[src/rtl/delta_decoder_8b_pkg.sv]
// Shared types and constants for the delta decoder.
// Defines the decoder state encoding and the default sample width.
package delta_pkg;
  localparam int P_DELTA_NBITS = 8;

  typedef enum logic {
    SEED = 1'b0,
    RUN  = 1'b1
  } delta_state_e;
endpackage

[src/rtl/delta_decoder_8b_if.sv]
// Delta input stream and sample output stream of the decoder.
// Each stream uses a val/rdy handshake; restart travels with the input beat.
interface delta_decoder_8b_if
  import delta_pkg::*;
#(
  parameter int p_nbits = P_DELTA_NBITS
);
  logic               istream_val;
  logic               istream_rdy;
  logic [p_nbits-1:0] istream_msg;
  logic               restart;
  logic               ostream_val;
  logic               ostream_rdy;
  logic [p_nbits-1:0] ostream_msg;

  modport master (
    output istream_val, istream_msg, restart, ostream_rdy,
    input  istream_rdy, ostream_val, ostream_msg
  );

  modport slave (
    input  istream_val, istream_msg, restart, ostream_rdy,
    output istream_rdy, ostream_val, ostream_msg
  );
endinterface

[src/rtl/delta_decoder_8b_add.sv]
// Combinational next-accumulator: seed passthrough or ripple add of acc + delta.
// With DELTA_DECODER_SAT_EN the delta is signed and the result clamps to [0, max].
module delta_add
  import delta_pkg::*;
#(
  parameter int p_nbits = P_DELTA_NBITS
) (
  input  logic [p_nbits-1:0] acc,
  input  logic [p_nbits-1:0] delta,
  input  logic               seed,
  output logic [p_nbits-1:0] next
);
  logic [p_nbits-1:0] w_sum;
`ifdef DELTA_DECODER_SAT_EN
  logic w_cout;
`endif

  always_comb begin : ripple
    logic carry;
    carry = 1'b0;
    w_sum = '0;
    for (int i = 0; i < p_nbits; i++) begin
      w_sum[i] = acc[i] ^ delta[i] ^ carry;
      carry    = (acc[i] & delta[i]) | (carry & (acc[i] ^ delta[i]));
    end
`ifdef DELTA_DECODER_SAT_EN
    w_cout = carry;
`endif
  end

`ifdef DELTA_DECODER_SAT_EN
  // Unsigned acc plus signed delta: a carry with a positive delta overflows,
  // no carry with a negative delta underflows.
  always_comb begin
    next = w_sum;
    if (seed) begin
      next = delta;
    end else if (!delta[p_nbits-1] && w_cout) begin
      next = '1;
    end else if (delta[p_nbits-1] && !w_cout) begin
      next = '0;
    end
  end
`else
  assign next = seed ? delta : w_sum;
`endif
endmodule

[src/rtl/delta_decoder_8b.sv]
// Delta stream integrator: FSM, accumulator and one-deep output buffer.
// Clamping arithmetic is selected by DELTA_DECODER_SAT_EN in delta_add.
module delta_decoder_8b
  import delta_pkg::*;
#(
  parameter int p_nbits = P_DELTA_NBITS
) (
  input  logic               clk,
  input  logic               rst,
  delta_decoder_8b_if.slave  io
);
  delta_state_e       r_state;
  delta_state_e       w_state_nxt;
  logic [p_nbits-1:0] r_acc;
  logic [p_nbits-1:0] w_acc_nxt;
  logic [p_nbits-1:0] w_add;
  logic               r_out_val;
  logic               w_out_val_nxt;
  logic               w_in_fire;
  logic               w_out_fire;
  logic               w_seed;

  assign io.istream_rdy = !rst && (!r_out_val || io.ostream_rdy);
  assign w_in_fire      = io.istream_val && io.istream_rdy;
  assign w_out_fire     = r_out_val && io.ostream_rdy;
  assign w_seed         = (r_state == SEED) || io.restart;

  delta_add #(.p_nbits(p_nbits)) u_add (
    .acc   (r_acc),
    .delta (io.istream_msg),
    .seed  (w_seed),
    .next  (w_add)
  );

  always_comb begin
    w_state_nxt   = r_state;
    w_acc_nxt     = r_acc;
    w_out_val_nxt = r_out_val;
    if (w_in_fire) begin
      w_state_nxt   = RUN;
      w_acc_nxt     = w_add;
      w_out_val_nxt = 1'b1;
    end else if (w_out_fire) begin
      w_out_val_nxt = 1'b0;
    end
  end

  always_ff @(posedge clk) begin
    if (rst) begin
      r_state   <= SEED;
      r_acc     <= '0;
      r_out_val <= 1'b0;
    end else begin
      r_state   <= w_state_nxt;
      r_acc     <= w_acc_nxt;
      r_out_val <= w_out_val_nxt;
    end
  end

  // The output buffer always equals the accumulator, so it shares the register.
  assign io.ostream_val = r_out_val;
  assign io.ostream_msg = r_acc;
endmodule

[src/flat_wrapper.sv]
// flat-port wrapper written by rule: the top's interface ports become plain ports
module delta_decoder_8b_flat import delta_pkg::*;
#(
  parameter int p_nbits = P_DELTA_NBITS
)
  (clk, rst, io_istream_val, io_istream_msg, io_restart, io_ostream_rdy, io_istream_rdy, io_ostream_val, io_ostream_msg);
  delta_decoder_8b_if #(.p_nbits(p_nbits)) io_i ();
  input  logic clk;
  input  logic rst;
  input wire logic [$bits(io_i.istream_val)-1:0] io_istream_val;
  input wire logic [$bits(io_i.istream_msg)-1:0] io_istream_msg;
  input wire logic [$bits(io_i.restart)-1:0] io_restart;
  input wire logic [$bits(io_i.ostream_rdy)-1:0] io_ostream_rdy;
  output wire logic [$bits(io_i.istream_rdy)-1:0] io_istream_rdy;
  output wire logic [$bits(io_i.ostream_val)-1:0] io_ostream_val;
  output wire logic [$bits(io_i.ostream_msg)-1:0] io_ostream_msg;
  assign io_i.istream_val = io_istream_val;
  assign io_i.istream_msg = io_istream_msg;
  assign io_i.restart = io_restart;
  assign io_i.ostream_rdy = io_ostream_rdy;
  assign io_istream_rdy = io_i.istream_rdy;
  assign io_ostream_val = io_i.ostream_val;
  assign io_ostream_msg = io_i.ostream_msg;
  delta_decoder_8b #(.p_nbits(p_nbits)) u_core (.clk(clk), .rst(rst), .io(io_i));
endmodule
[config.mk]
export PLATFORM = sky130hd
export DESIGN_NAME = delta_decoder_8b_flat
export DESIGN_NICKNAME = d
export VERILOG_FILES = /design/src/rtl/delta_decoder_8b_pkg.sv /design/src/rtl/delta_decoder_8b_if.sv /design/src/rtl/delta_decoder_8b_add.sv /design/src/rtl/delta_decoder_8b.sv /design/src/flat_wrapper.sv
export SDC_FILE = /design/constraint.sdc
export NUM_CORES = 1
export LEC_CHECK = 0
export ABC_CLOCK_PERIOD_IN_PS = 4000
export CORE_AREA = 2 2 44 46
export CTS_CLUSTER_SIZE = 16
export DETAILED_ROUTE_END_ITERATION = 6
export DIE_AREA = 0 0 46 48
export GPL_ROUTABILITY_DRIVEN = 0
export PLACE_DENSITY = 0.8
export REMOVE_ABC_BUFFERS = 1
export SLEW_MARGIN = 20
export SYNTH_ARGS = -nofsm -noshare
export SYNTH_HDL_FRONTEND = slang
export SYNTH_SLANG_ARGS = --single-unit
[constraint.sdc]
create_clock -name clk -period 4 [get_ports clk]
set_clock_uncertainty 0.2 [all_clocks]
set_input_delay 0.8 -clock clk [delete_from_list [all_inputs] [get_ports clk]]
set_output_delay 0.8 -clock clk [all_outputs]
set_load 0.005 [all_outputs]
==> results of run 1 <==
[power by group through the flow]
stage | combinational (uW) | sequential, uW | clock [uW]
after floorplan | 34.6 | 116 | 0
after global placement | 69.6 | 116 | 0
after detailed placement | 72.0 | 116 | 0
after CTS | 73.9 | 114 | 97.8
after global routing | 82.4 | 115 | 102
final | 73.7 | 114 | 94.8
[per-layer routing]
| metal | up-vias | routed length, um | track usage (%) |
|---|---|---|---|
| li1 | 244 | - | - |
| met1 | 224 | 534 | 13.7 |
| met2 | 13 | 619 | 22.5 |
| met3 | 2 | 79 | 3.02 |
| met4 | 0 | 12 | 10.3 |
| met5 | - | 0 | 0 |
[sequential cells by signal, indices dropped and copies added (netlist names)]
| signal | count |
|---|---|
| u_core.io.ostream_msg | 8 |
| u_core.io.ostream_val | 1 |
| u_core.r_state | 1 |
[critical path: cells and delay by family]
family,cells,cell delay [ns]
fa+ha+maj,7,2.18
xor+xnor,2,0.32
buf+inv,3,0.24
mux,1,0.08
simple gates,1,0.07
[metrics by stage]
step	instance area (sq um)	total power (uW)	util (%)	TNS, ns	setup slack [ns]
after CTS	903	286	53.5	0	0.0482
after detailed placement	855	188	50.6	-0.812	-0.459
after global placement	855	185	50.6	-0.666	-0.384
after global routing	913	300	54.1	0	0.103
after floorplan	606	151	-	0	0.157
final	913	282	54.1	0	0.240
[Yosys cell counts]
cell type  count  area share (%)
a211oi_1       5             6.0
a211oi_2       1             2.0
a21o_1         1             1.2
a21oi_1        1            0.80
and2_1         1             1.0
buf_1          1            0.60
buf_2          1            0.80
buf_6          1             1.8
dfxtp_1       10              32
fa_1           6              19
ha_1           1             2.0
inv_1          5             3.0
mux2i_1        7              11
nand2_1        1            0.60
nand2b_1       2             2.0
nor2_1        10             6.0
nor2_2         1             1.0
nor2b_4        1             2.2
nor3b_4        1             3.0
o21ai_1        1            0.80
xnor2_1        2             2.8
[worst paths after layout]
path / slack, ns / endpoint
worst min register to register: 0.27 / u_core.r_state
worst max register to register: 0.56 / u_core.io.ostream_msg[7]
worst max-delay path: 0.24 / u_core.io.ostream_msg[7]
worst min-delay path: 0.27 / u_core.r_state
[cell families (layout without fill, tap and decap cells)]
kind of cell / after synthesis / count (layout) / synth area share (%)
and+or+nand+nor: 17 / 17 / 15.8
DFF: 10 / 10 / 32.0
AOI/OAI and AO/OA: 9 / 9 / 10.8
buffers and inverters: 8 / 32 / 6.20
adders and majority gates: 7 / 7 / 21.2
muxes: 7 / 7 / 11.2
xor gates and xnor gates: 2 / 2 / 2.80
[cell type report]
| type | count | area [sq um] | share of cell area (%) |
|---|---|---|---|
| multi-input cells | 42 | 404 | 44.2 |
| repair buffers | 23 | 233 | 25.5 |
| flip-flops and latches | 10 | 200 | 21.9 |
| clock buffers | 4 | 36.3 | 3.97 |
| well taps | 17 | 21.3 | 2.33 |
| inverters | 5 | 18.8 | 2.05 |
[repair_timing]
item                       in CTS  in global routing
buffers inserted                0                  0
pin swaps                       0                  7
resized for setup               5                  5
setup endpoints to repair       2                  2
==> flow_metrics.env, run 1 <==
export IMPL_status="complete, no violations"
export IMPL_cts_buffers=3
export IMPL_dpl_cell_count=97
export IMPL_combPwrFrac_pct=26.1
export IMPL_antenna_found_initial=0
export IMPL_grt_use_total_pct=13.1
export IMPL_hold_buffers=0
export IMPL_cp_arrival_ns=3.70
export IMPL_htree_levels=1
export IMPL_hpwl_um=949
export IMPL_drive_gt1_share_pct=20.2
export IMPL_ant_nets=0
export IMPL_swShare_pct=26.9
export IMPL_synth_cell_types=21
export IMPL_routed_wl_mm=1.25
export IMPL_clk_latency_ns=0.27
export IMPL_syn_avg_cell_area_sq_um=10.4
export IMPL_initial_core_util_pct=37.0
export IMPL_p_clk_share_pct=33.6
export IMPL_reg2regPathDepth=13
export IMPL_drc_errors=0
export IMPL_num_vias=483
export IMPL_die_w_um=46
export IMPL_io_buffers=22
export IMPL_ys_ff_latch=10
export IMPL_cts_sinks=10
export IMPL_grt_max_degree=17
export IMPL_dr_pass1_iters=3
export IMPL_layout_common_cells="20 x clkdlybuf4s50_1, 10 x nor2_1, 10 x dfxtp_1"
export IMPL_synth_seq_area_share_pct=32.0
export IMPL_grt_overflow_total=0
export IMPL_cts_root_buf="clkbuf_4"
export IMPL_drt_initial_drc_count=3
export IMPL_power_density_nw_per_um2=309
export IMPL_worstPathCellList="dlymetal6s2s_1 -> ha_2 -> fa_2 -> fa_2 -> fa_2 -> inv_2 -> fa_2 -> inv_1 -> fa_2 -> fa_2 -> xnor2_1 -> nor2_1 -> xnor2_1 -> mux2i_1"
export IMPL_min_from="u_core.r_state"
export IMPL_path_common_cell="fa_2"
export IMPL_netlist_instances=60
export IMPL_crit_path_end_kind="flip-flop"
export IMPL_die_area_sq_um=2210
export IMPL_nFillCells=152
export IMPL_slew_viol_final=0
export IMPL_finalNonFillerCells=101
export IMPL_path_class="primary input to flip-flop"
export IMPL_rsz0062_at_grt="no"
export IMPL_pwr_share_seq_pct=40.3
export IMPL_max_clock_path_buffers=2
export IMPL_maxCapViolations=0
export IMPL_cp_slowest_cell="fa_2"
export IMPL_worstMarginPinSlew_ns=0.667
export IMPL_ys_warn_count=0
export IMPL_hold_viol=0
export IMPL_coreArea_sq_um=1690
export IMPL_clk_pin_slew_ns=0.08
export IMPL_finalCriticalPeriod_ns=3.76
export IMPL_holdWs_ns=0.265
export IMPL_switching_power_uw=75.9
export IMPL_vdd_ir_drop_max_v=0.000129
export IMPL_crit_start="io_istream_msg[0]"
export IMPL_grt_pass1_wl_mm=2.00
export IMPL_ioPinCount=23
export IMPL_num_antenna_cells=0
export IMPL_maxSlewHeadroom_pct=55.5
export IMPL_areaGrowthSynthToFinish_pct=46.0
export IMPL_leakagePower_uw=0.000392
export IMPL_cts_tree="built"
export IMPL_post_drt_wl_per_cell_um=12.3
export IMPL_num_rows=15
export IMPL_avgViaCountPerCell=4.78
export IMPL_clock_fmax_mhz=266
export IMPL_crit_required_ns=3.94
export IMPL_first_global_vias=502
export IMPL_die_h_um=48
export IMPL_cp_slowest_stage_delay_ns=0.37
export IMPL_hold_class="flip-flop to flip-flop"
export IMPL_reg2reg_from="u_core.io.ostream_msg[0]"
export IMPL_min_path_cells=1
export IMPL_fin_crit_sh_pct=94.0
export IMPL_finalSetupViolations=0
export IMPL_worstSetupStartpointType="primary input"
export IMPL_internal_power_uw=206
export IMPL_fin_nets=105
export IMPL_mostFrequentLayoutCell="clkdlybuf4s50_1"
export IMPL_cp_max_fo=2
export IMPL_netlist_area_sq_um=626
(Power assumes the default switching activity.)
==> run 2, diff against run 1 <==
- CTS_CLUSTER_SIZE: 16 -> 10
==> results of run 2 <==
No change in the layout: final DEF, timing and power equal those of run 1.
==> run 3, diff against run 2 <==
- CTS_CLUSTER_DIAMETER: default -> 60
- SLEW_MARGIN: 20 -> 15
==> results of run 3 <==
No change in the layout: final DEF, timing and power equal those of run 1.
